==> src/rtl/conv_input_pkg.sv <==
// Shared definitions for the convolution input stage: sequencer state
// encoding, the pointer step applied at row switch and default widths.
package conv_input_pkg;

    typedef enum logic [1:0] {
        IDLE   = 2'd0,
        STREAM = 2'd1,
        DRAIN  = 2'd2
    } seq_state_e;

    // Pointer step the sub-input FIFOs apply at a row-final read; also the window width.
    localparam int unsigned SWITCH_STEP     = 3;
    localparam int unsigned INPUT_COL_WIDTH = 6;
    localparam int unsigned COUNT_WIDTH     = 6;

endpackage

==> src/rtl/conv_window_pos_cnt.sv <==
// Column/row position counters for the window read sequencer.
// The column counter wraps at size-2; the row counter advances on the wrap.
// Row-final and frame-final flags describe the current position, and the
// caller qualifies them with its own read-issue strobe.
module conv_window_pos_cnt #(
    parameter int unsigned COL_WIDTH = 6,
    parameter int unsigned ROW_WIDTH = 8
) (
    input  logic                 i_clock,
    input  logic                 i_reset,
    input  logic                 i_clear,
    input  logic                 i_advance,
    input  logic [COL_WIDTH-1:0] i_size,
    input  logic [ROW_WIDTH-1:0] i_rows,
    output logic [COL_WIDTH-1:0] o_col,
    output logic                 o_row_final,
    output logic                 o_frame_final
);

    logic [COL_WIDTH-1:0] col_q, col_d;
    logic [ROW_WIDTH-1:0] row_q, row_d;

    // Position flags and next-count computation.
    always_comb begin
        o_row_final   = (col_q == (i_size - COL_WIDTH'(2)));
        o_frame_final = o_row_final && (row_q == (i_rows - ROW_WIDTH'(1)));
        col_d = col_q;
        row_d = row_q;
        if (i_clear) begin
            col_d = '0;
            row_d = '0;
        end else if (i_advance) begin
            if (o_row_final) begin
                col_d = '0;
                row_d = row_q + ROW_WIDTH'(1);
            end else begin
                col_d = col_q + COL_WIDTH'(1);
            end
        end
    end

    // Counter registers, synchronous active-low reset.
    always_ff @(posedge i_clock) begin
        if (!i_reset) begin
            col_q <= '0;
            row_q <= '0;
        end else begin
            col_q <= col_d;
            row_q <= row_d;
        end
    end

    assign o_col = col_q;

endmodule

==> src/rtl/conv_window_read_seq.sv <==
// Read sequencer for the convolution input stage sub-input FIFOs.
// Drives a common read enable and column index to NUM_FIFOS FIFOs, tracks
// the window held in the FIFO output registers and hands it to the PE array
// under valid/ready.
// Optional build macro SEQ_PERF_CNT_EN adds saturating starve/stall counters.
module conv_window_read_seq #(
    parameter int unsigned NUM_FIFOS       = 3,
    parameter int unsigned READ_PORTS      = conv_input_pkg::SWITCH_STEP,
    parameter int unsigned INPUT_COL_WIDTH = conv_input_pkg::INPUT_COL_WIDTH,
    parameter int unsigned ROW_WIDTH       = 8,
    parameter int unsigned COUNT_WIDTH     = conv_input_pkg::COUNT_WIDTH
) (
    input  logic                             i_clock,
    input  logic                             i_reset,
    input  logic                             i_start,
    input  logic [INPUT_COL_WIDTH-1:0]       i_output_size,
    input  logic [ROW_WIDTH-1:0]             i_output_rows,
    input  logic [NUM_FIFOS*COUNT_WIDTH-1:0] i_element_count,
    input  logic [NUM_FIFOS-1:0]             i_read_data_valid,
    input  logic                             i_pe_ready,
    output logic                             o_renable,
    output logic [INPUT_COL_WIDTH-1:0]       o_valid_read_count,
    output logic                             o_window_valid,
    output logic                             o_row_done,
    output logic                             o_frame_done,
    output logic                             o_busy,
`ifdef SEQ_PERF_CNT_EN
    output logic [31:0]                      o_starve_cycles,
    output logic [31:0]                      o_stall_cycles,
`endif
    output logic                             o_cfg_err
);

    import conv_input_pkg::*;

    seq_state_e state_q, state_d;

    logic [INPUT_COL_WIDTH-1:0] size_q, size_d;
    logic [ROW_WIDTH-1:0]       rows_q, rows_d;

    // rd_pend_q: a read was issued last cycle, data lands in the FIFO output
    // registers now. win_hold_q: a presented window is still waiting for ready.
    logic rd_pend_q, rd_pend_d;
    logic win_hold_q, win_hold_d;
    logic tag_q, tag_d;

    logic [NUM_FIFOS-1:0]       fifo_ok;
    logic                       counts_ok;
    logic                       cfg_ok;
    logic                       start_accept;
    logic                       issue;
    logic                       win_now;
    logic                       accept;
    logic                       pos_clear;
    logic                       pos_row_final;
    logic                       pos_frame_final;
    logic [INPUT_COL_WIDTH-1:0] pos_col;

    for (genvar g = 0; g < NUM_FIFOS; g++) begin : g_cnt
        assign fifo_ok[g] = (i_element_count[g*COUNT_WIDTH +: COUNT_WIDTH] >= COUNT_WIDTH'(READ_PORTS));
    end

    assign counts_ok    = &fifo_ok;
    assign cfg_ok       = (i_output_size >= INPUT_COL_WIDTH'(READ_PORTS)) && (i_output_rows != '0);
    assign start_accept = (state_q == IDLE) && i_start && cfg_ok;

    // A window whose read returned with any FIFO data-valid low is dropped here.
    assign win_now = win_hold_q | (rd_pend_q & (&i_read_data_valid));
    assign accept  = win_now && i_pe_ready;
    assign issue   = (state_q == STREAM) && counts_ok && (!win_now || i_pe_ready);

    assign o_renable          = issue;
    assign o_valid_read_count = pos_col;
    assign o_window_valid     = win_now;
    assign o_busy             = (state_q != IDLE);

    conv_window_pos_cnt #(
        .COL_WIDTH (INPUT_COL_WIDTH),
        .ROW_WIDTH (ROW_WIDTH)
    ) u_pos_cnt (
        .i_clock       (i_clock),
        .i_reset       (i_reset),
        .i_clear       (pos_clear),
        .i_advance     (issue),
        .i_size        (size_q),
        .i_rows        (rows_q),
        .o_col         (pos_col),
        .o_row_final   (pos_row_final),
        .o_frame_final (pos_frame_final)
    );

    // Next-state, configuration latch and handshake pulses.
    always_comb begin
        state_d      = state_q;
        size_d       = size_q;
        rows_d       = rows_q;
        pos_clear    = 1'b0;
        o_cfg_err    = 1'b0;
        o_row_done   = accept && tag_q;
        o_frame_done = 1'b0;
        unique case (state_q)
            IDLE: begin
                if (i_start) begin
                    if (cfg_ok) begin
                        state_d   = STREAM;
                        size_d    = i_output_size;
                        rows_d    = i_output_rows;
                        pos_clear = 1'b1;
                    end else begin
                        o_cfg_err = 1'b1;
                    end
                end
            end
            STREAM: begin
                if (issue && pos_frame_final) begin
                    state_d = DRAIN;
                end
            end
            DRAIN: begin
                // The only tagged window left in DRAIN is the frame's last one.
                if (accept && tag_q) begin
                    o_frame_done = 1'b1;
                    state_d      = IDLE;
                end
            end
            default: state_d = IDLE;
        endcase
    end

    // Window tracking next values; issue overlapping acceptance keeps the window valid.
    always_comb begin
        rd_pend_d  = issue;
        win_hold_d = win_now && !i_pe_ready;
        tag_d      = issue ? pos_row_final : tag_q;
    end

    // Sequencer state registers, synchronous active-low reset.
    always_ff @(posedge i_clock) begin
        if (!i_reset) begin
            state_q    <= IDLE;
            size_q     <= '0;
            rows_q     <= '0;
            rd_pend_q  <= 1'b0;
            win_hold_q <= 1'b0;
            tag_q      <= 1'b0;
        end else begin
            state_q    <= state_d;
            size_q     <= size_d;
            rows_q     <= rows_d;
            rd_pend_q  <= rd_pend_d;
            win_hold_q <= win_hold_d;
            tag_q      <= tag_d;
        end
    end

`ifdef SEQ_PERF_CNT_EN
    logic [31:0] starve_q, starve_d;
    logic [31:0] stall_q, stall_d;

    // Saturating starve/stall counters, cleared when a frame starts.
    always_comb begin
        starve_d = starve_q;
        stall_d  = stall_q;
        if (start_accept) begin
            starve_d = '0;
            stall_d  = '0;
        end else begin
            if ((state_q == STREAM) && !counts_ok && (starve_q != '1)) begin
                starve_d = starve_q + 32'd1;
            end
            if (win_now && !i_pe_ready && (stall_q != '1)) begin
                stall_d = stall_q + 32'd1;
            end
        end
    end

    // Performance counter registers.
    always_ff @(posedge i_clock) begin
        if (!i_reset) begin
            starve_q <= '0;
            stall_q  <= '0;
        end else begin
            starve_q <= starve_d;
            stall_q  <= stall_d;
        end
    end

    assign o_starve_cycles = starve_q;
    assign o_stall_cycles  = stall_q;
`endif

endmodule

==> config.mk <==
export PLATFORM = sky130hd
export DESIGN_NAME = conv_window_read_seq
export DESIGN_NICKNAME = d
export VERILOG_FILES = /design/src/rtl/conv_input_pkg.sv /design/src/rtl/conv_window_pos_cnt.sv /design/src/rtl/conv_window_read_seq.sv
export SDC_FILE = /design/constraint.sdc
export NUM_CORES = 1
export LEC_CHECK = 0
export CAP_MARGIN = 30
export CORE_ASPECT_RATIO = 0.7
export CORE_MARGIN = 4
export CORE_UTILIZATION = 45
export CTS_BUF_LIST = sky130_fd_sc_hd__clkbuf_8
export CTS_CLUSTER_DIAMETER = 60
export DETAILED_ROUTE_END_ITERATION = 10
export GPL_ROUTABILITY_DRIVEN = 0
export PLACE_DENSITY = 0.79
export SLEW_MARGIN = 20
export SYNTH_ARGS = -nofsm -noshare
export SYNTH_HDL_FRONTEND = slang
export SYNTH_SLANG_ARGS = --single-unit
export TNS_END_PERCENT = 5
==> constraint.sdc <==
create_clock -name i_clock -period 2.2 [get_ports i_clock]
set_input_delay 0.33 -clock i_clock [delete_from_list [all_inputs] [get_ports i_clock]]
set_output_delay 0.33 -clock i_clock [all_outputs]
set_load 0.05 [all_outputs]
==> out/results.txt, run 1 <==
CTS Buf Count: 5
Syn avg cell area: 8.68 um^2
Tcrit/Tclk final: 0.991
Hold Path Class: reg2reg
Max VDD drop: 338 uV
Design area: 2730 um^2
Final setup fails: 0
Starting density of the core: 0.476
CTS Buffer Depth: 2
Max Fanout on Critical Path: 5
Number of I/O pins: 51
CP Data Required Time: 1870 ps
Post-layout min period: 2180 ps
Cell variety after synth: 54
Crit. End Element: primary output
Synth async-reset ratio: 0
Iteration count of the initial detailed-routing pass: 5
Routed Antenna Nets: 0
Clock insertion delay at the later pin of the skew report: 290 ps
DP Wirelength: 3.86 mm
FILL cells: 319
Setup tns final: 0 ps
Routed len/inst: 14.6 um
Clk sinks: 33
Fraction of layout cells with a size suffix above 1: 0.156
Vias in the first global route: 1,843
Drc violations: 0
Critical Path Source Type: input port
DRT iter0 DRCs: 162
Dominant synthesized flop cell: dfxtp_1
Max Clk Rate: 459 MHz
Critical path cell sequence: clkdlybuf4s50_1 > or4_1 > o221ai_1 > or3_4 > inv_2 > buf_4
WP buf/inv: 3
Slew Viols, Final: 0
Final nets: 331
Floorplan Core Area: 4020 um^2
Grt ovf: 0
Area delta synth->final: 42.8%
Site row count: 19
CP peak stage delay: 520 ps
Yosys reg bits: 33
Syn_nets: 263
GRT Total Usage: 0.197
Slew @ Worst Pin: 507 ps
Clock skew: 8.12 ps
Antenna fix cells: 0
Largest net degree at the start of global routing: 22
Data arrival time of the worst path: 1850 ps
Worst-path clk slew: 70 ps
First-pass GRT wire length: 8.54 mm
Post-Syn Area: 1910 um^2
Mapped Cells: 220
Power per Cell Area: 536 nW/um^2
CTS tree: done
Cell taking the most area after synthesis: dfxtp_1
Vias/cell: 5.60
Seq/Total Area, Yosys: 0.346
Maxcap violations: 0
Synth area leaders: dfxtp_1 (35%), mux2i_1 (6.8%), xnor2_1 (4.1%)
Crit path max-delay family: simple AND/OR/NAND/NOR gates
Crit Path Category: in2out
Root buffer cell: clkbuf_8
Fin cells: 341
Slew margin rel.: 0.661
DIE HEIGHT: 62.5 um
Unrepaired setup endpoints after global routing: yes
Yosys warning count: 0
Fin. Hold Viols: 0
EDFF count, synth: 0
Hold slack: 513 ps
Dpl cell area: 2590 um^2
Final wirelength: 4.97 mm
Port Buf Inserts: 50
Placed Cells: 331
Die area: 5370 um^2
Lkg Pwr: 1.06 nW
Die X: 85.9 um
Post-synth top area share: 0.346
Outcome: completed
Number of antenna violations at the first check in global routing: 0
Vias: 1,910
H-tree Lvls: 2
Slowest cell on crit path: or4_1
## placed cells by master (no fill, tap or decap), drive strengths merged, types with 3 or more instances in the layout
master and instances:
or3 3, xnor2 9, nor4 4, or2 3, o311ai 4, dfxtp 33, nand4 4, o21ai 3
nor2 16, or4 9, a21oi 10, nor3 5, o41ai 4, inv 10, buf 25, clkdlybuf4s50 45
nand2b 4, clkinv 3, clkbuf 5, mux2i 13, a31oi 4, ha 4, nand2 18, nor3b 3
xor2 5, nand3 15
## Yosys cell counts, types with 2 or more instances
cell type,count
a21oi_1,10
a31oi_1,4
buf_2,3
buf_4,3
clkbuf_1,2
dfxtp_1,33
ha_1,4
inv_1,9
mux2i_1,13
nand2_1,18
nand2b_1,4
nand3_1,15
nand4_1,4
nor2_1,16
nor2b_1,2
nor3_1,4
nor3b_1,3
nor4_1,4
o21a_1,2
o21ai_0,2
o311ai_0,4
o31ai_1,2
o41ai_1,4
or2_2,3
or3_1,3
or4_1,9
xnor2_1,9
xor2_1,5
## per-layer routing
layer  routed length (um)  global-route usage  up-vias
met5                    0                   0        -
met4                   35              0.0296        0
met3                  476              0.0777        5
met2                 2130               0.290       78
met1                 2320               0.275      873
li1                     -                   -      954
## per-stage QoR
stage                     setup slack (ps)  utilization  power, mW
after global placement                -275        0.645       1.00
after detailed placement              -315        0.645       1.01
after CTS                             21.1        0.672       1.46
after global routing                 -52.2        0.679       1.54
after floorplan                       -259            -      0.861
final                                 19.8        0.679       1.46
## path summary, 6_finish.rpt
| check | startpoint | to | slack (ps) | depth (start not counted) |
|---|---|---|---|---|
| max | i_element_count[11] | o_renable | 20 | 6 |
| min | u_pos_cnt.row_q[7]$_SDFFE_PP0P_ | u_pos_cnt.row_q[7]$_SDFFE_PP0P_ | 510 | 2 |
| max reg2reg | state_q[0]$_SDFFE_PN0P_ | state_q[0]$_SDFFE_PN0P_ | 80 | 7 |
| min reg2reg | u_pos_cnt.row_q[7]$_SDFFE_PP0P_ | u_pos_cnt.row_q[7]$_SDFFE_PP0P_ | 510 | 2 |
## registers in the layout (all words and copies together) (netlist names)
| name | flops |
|---|---|
| u_pos_cnt.row_q | 8 |
| tag_q | 1 |
| u_pos_cnt.o_col | 6 |
| state_q | 2 |
| rows_q | 8 |
| rd_pend_q | 1 |
| win_hold_q | 1 |
| size_q | 6 |
## tightest hold or removal path, cell delays in order (launching register included)
cell and delay, ps:
dfxtp_1 330, o311ai_1 80, o41ai_1 60
## area by class of cell
cell class                      count  area [um^2]  share of cell area
Clock buffer                        5         68.8              0.0252
Inverter                           11         41.3              0.0151
Tap cell                           52         65.1              0.0239
Multi-Input combinational cell    167         1180               0.433
Clock inverter                      3         17.5             0.00642
Timing Repair Buffer               70          692               0.254
Sequential cell                    33          662               0.243
## timing repair
item	in CTS	in global routing
hold buffers	0	0
hold endpoints to repair	0	0
setup endpoints to repair	2	9
pin swaps	1	3
cloned	0	0
buffers inserted	2	0
gates resized for setup	1	7
## logic make-up (layout without fill, tap and decap cells)
kind of cell | Yosys count | count (layout) | synth area share
AND/OR/NAND/NOR | 91 | 91 | 0.253
AO/OA/AOI/OAI | 44 | 44 | 0.179
flip-flops | 33 | 33 | 0.346
buffers and inverters | 20 | 89 | 0.0511
XOR/XNOR | 15 | 15 | 0.0760
multiplexers | 13 | 13 | 0.0681
adder cells (fa/ha/maj) | 4 | 4 | 0.0262
## power breakdown
part	leakage, nW	switching [mW]	total [mW]	internal [mW]
Clock	0.0439	0.228	0.446	0.218
Sequential	0.269	0.0274	0.649	0.622
Combinational	0.744	0.172	0.367	0.196
(Power assumes the default switching activity.)
==> run 2, diff against run 1 <==
CAP_MARGIN = unset   (was 30)
GPL_TIMING_DRIVEN = 0   (was unset)
==> run 2 against run 1 <==
Against the previous run: the flow now finishes with violations (negative setup slack); clock skew about the same; total power up 2.0%; clock power up 5.8%; worst setup slack worse by 57 ps; largest cell class unchanged; sequential cell count unchanged; first-iteration DRC count down 33%; design area down 0.60%; sequential power up 0.8%; critical endpoint unchanged; clock-buffer cell count up 1.
==> out/results.txt, run 2 (synthesized netlist as in run 1, its figures left out) <==
H-tree Lvls: 2 (unchanged)
DIE HEIGHT: 62.5 um (unchanged)
Pre-CTS setup slack: -908 ps (-592 ps)
Cts hold-fix bufs: 0 (unchanged)
First-pass GRT wire length: 8.30 mm (-2.8%)
Vias: 1,915 (+0.26%)
Root buffer cell: clkbuf_8
Fraction of layout cells with a size suffix above 1: 0.160 (+0.00443)
Site row count: 19 (unchanged)
Multi-input logic area: 1230 um^2 (+4.4%)
Max VDD drop: 313 uV (-7.6%)
Final nets: 324 (-2.1%)
Clk sinks: 33 (unchanged)
DRT iter0 DRCs: 109 (-33%)
Hold slack: 452 ps (-61.5 ps)
Setup WS post-layout: -36.8 ps (-56.6 ps)
Path depth of the worst reg2reg path: 7 (unchanged)
Reg2reg end: state_q[0]$_SDFFE_PN0P_
Vias/cell: 5.75 (+2.7%)
Worst R2R Setup Slack: 30 ps (-50 ps)
Maxcap violations: 0 (unchanged)
Routed Antenna Nets: 0 (unchanged)
CTS Buffer Depth: 2 (unchanged)
Number of I/O pins: 51 (unchanged)
Hold_sp: i_read_data_valid[2]
Max Fanout on Critical Path: 7 (+2)
Slew margin rel.: 0.620 (-0.0402)
Slew @ Worst Pin: 568 ps (+60.1 ps)
Most frequent cells in the layout: clkdlybuf4s50_1 (38), dfxtp_1 (30), nand2_1 (18), nor2_1 (16), nand3_1 (14)
Largest net degree at the start of global routing: 11 (-50%)
Switching power share of the total: 0.294 (+0.00154)
Final setup fails: 1 (+1)
Data arrival time of the worst path: 1910 ps (+60 ps)
Lkg Pwr: 1.09 nW (+3.0%)
Top flop regs: rows_q: 8 flops, u_pos_cnt.row_q: 8 flops
DP Wirelength: 3.79 mm (-1.8%)
Drc violations: 0 (unchanged)
Tcrit/Tclk final: 1.02 (+0.0257)
Clock insertion delay at the later pin of the skew report: 300 ps (about the same)
Worst hold path cell count: 3 (+1)
Flop pwr share: 0.438 (-0.006)
Power per Cell Area: 550 nW/um^2 (+2.6%)
Area delta synth->final: 41.9%
Critical Path Source Type: input port
Reg area: 664 um^2 (+0.38%)
Commonest non-fill, non-tap cell in the layout: clkdlybuf4s50_1
Routed len/inst: 16.0 um (+9.5%)
CTS tree: done
Port Buf Inserts: 50 (unchanged)
Internal power: 1.05 mW (+1.7%)
Clock skew: 8.41 ps (+0.295 ps)
Post-layout min period: 2240 ps (+56.6 ps)
Failing checks: negative setup slack
CTS Buf Count: 5 (unchanged)
Number of antenna violations at the first check in global routing: 0 (unchanged)
Clock power share: 0.316 (+0.011)
Die area: 5370 um^2 (unchanged)
Vias in the first global route: 1,779 (-3.5%)
Unrepaired setup endpoints after global routing: yes
GRT Total Usage: 0.191 (-0.00629)
Combinational power share: 0.245 (-0.006)
Worst-path clk slew: 60 ps (about the same)
Worst r2r src: rows_q[0]$_SDFFE_PN0P_
Fin. Hold Viols: 0 (unchanged)
CP Data Required Time: 1870 ps (about the same)
Slew Viols, Final: 0 (unchanged)
FILL cells: 341 (+6.9%)
Grt ovf: 0 (unchanged)
Crit. End Element: primary output
Sw power: 0.438 mW (+2.5%)
Crit Path Category: in2out
Floorplan Core Area: 4020 um^2 (unchanged)
Die X: 85.9 um (unchanged)
Starting density of the core: 0.476 (unchanged)
Iteration count of the initial detailed-routing pass: 4 (-1)
Hold Path Class: in2reg
Outcome: complete, but fails checks
Final wirelength: 5.31 mm (+6.9%)
Antenna fix cells: 0 (unchanged)
Hold Crit Endpoint: win_hold_q$_SDFF_PN0_
Max Clk Rate: 447 MHz (-2.5%)
-- run 2: area by class of cell --
cell class | instances | share of cell area
Inverter | 11 | 0.0180
Timing Repair Buffer | 54 | 0.202
Clock buffer | 6 | 0.0305
Multi-Input combinational cell | 167 | 0.455
Clock inverter | 1 | 0.00138
Buffer | 9 | 0.0245
Tap cell | 52 | 0.0240
Sequential cell | 33 | 0.245
-- run 2: worst max path at each step --
stage	startpoint	endpoint	slack [ps]	cells past startpoint
floorplan	i_read_data_valid[2]	o_frame_done	-260	4
global placement	i_element_count[11]	o_renable	-910	8
detailed placement	i_element_count[11]	o_renable	-910	8
CTS	i_element_count[11]	o_renable	-200	8
global route	rows_q[1]$_SDFFE_PN0P_	state_q[0]$_SDFFE_PN0P_	-90	7
finish	i_element_count[4]	o_renable	-40	8
-- run 2: power by group through the flow --
stage	clock network, mW	logic [mW]	registers (mW)
2_1_floorplan	0	0.199	0.663
3_3_place_gp	0	0.321	0.663
3_5_place_dp	0	0.327	0.664
4_1_cts	0.478	0.341	0.651
5_1_grt	0.500	0.394	0.657
6_report	0.472	0.366	0.654
-- run 2: per-layer routing --
| metal | vias up | track usage | wire length, um |
|---|---|---|---|
| li1 | 941 | - | - |
| met1 | 886 | 0.261 | 2370 |
| met2 | 80 | 0.283 | 2380 |
| met3 | 8 | 0.0632 | 492 |
| met4 | 0 | 0.0573 | 74 |
| met5 | - | 0 | 0 |
-- run 2: what timing repair did --
action                                 4_1_cts  5_1_grt
buffers inserted                             1        3
endpoints found under the hold margin        0        0
setup endpoints to repair                    7       22
gates resized for setup                     21       33
pin swaps                                    1        9
-- run 2: stage by stage --
step	power (mW)	TNS, ps	instance area, um^2	util	instances
finish	1.49	-36.8	2710	0.675	333
global route	1.55	-318	2710	0.675	333
CTS	1.47	-215	2600	0.647	330
detailed placement	0.991	-6610	2480	0.616	322
global placement	0.984	-6080	2480	0.616	322
floorplan	0.861	-259	1910	-	220
-- run 2: worst max-delay path, stage by stage --
cell and delay, ps:
clkdlybuf4s50_1 390, or4_1 520, a21oi_1 130, or3_4 130, buf_6 110, buf_6 120
inv_8 30, buf_8 130
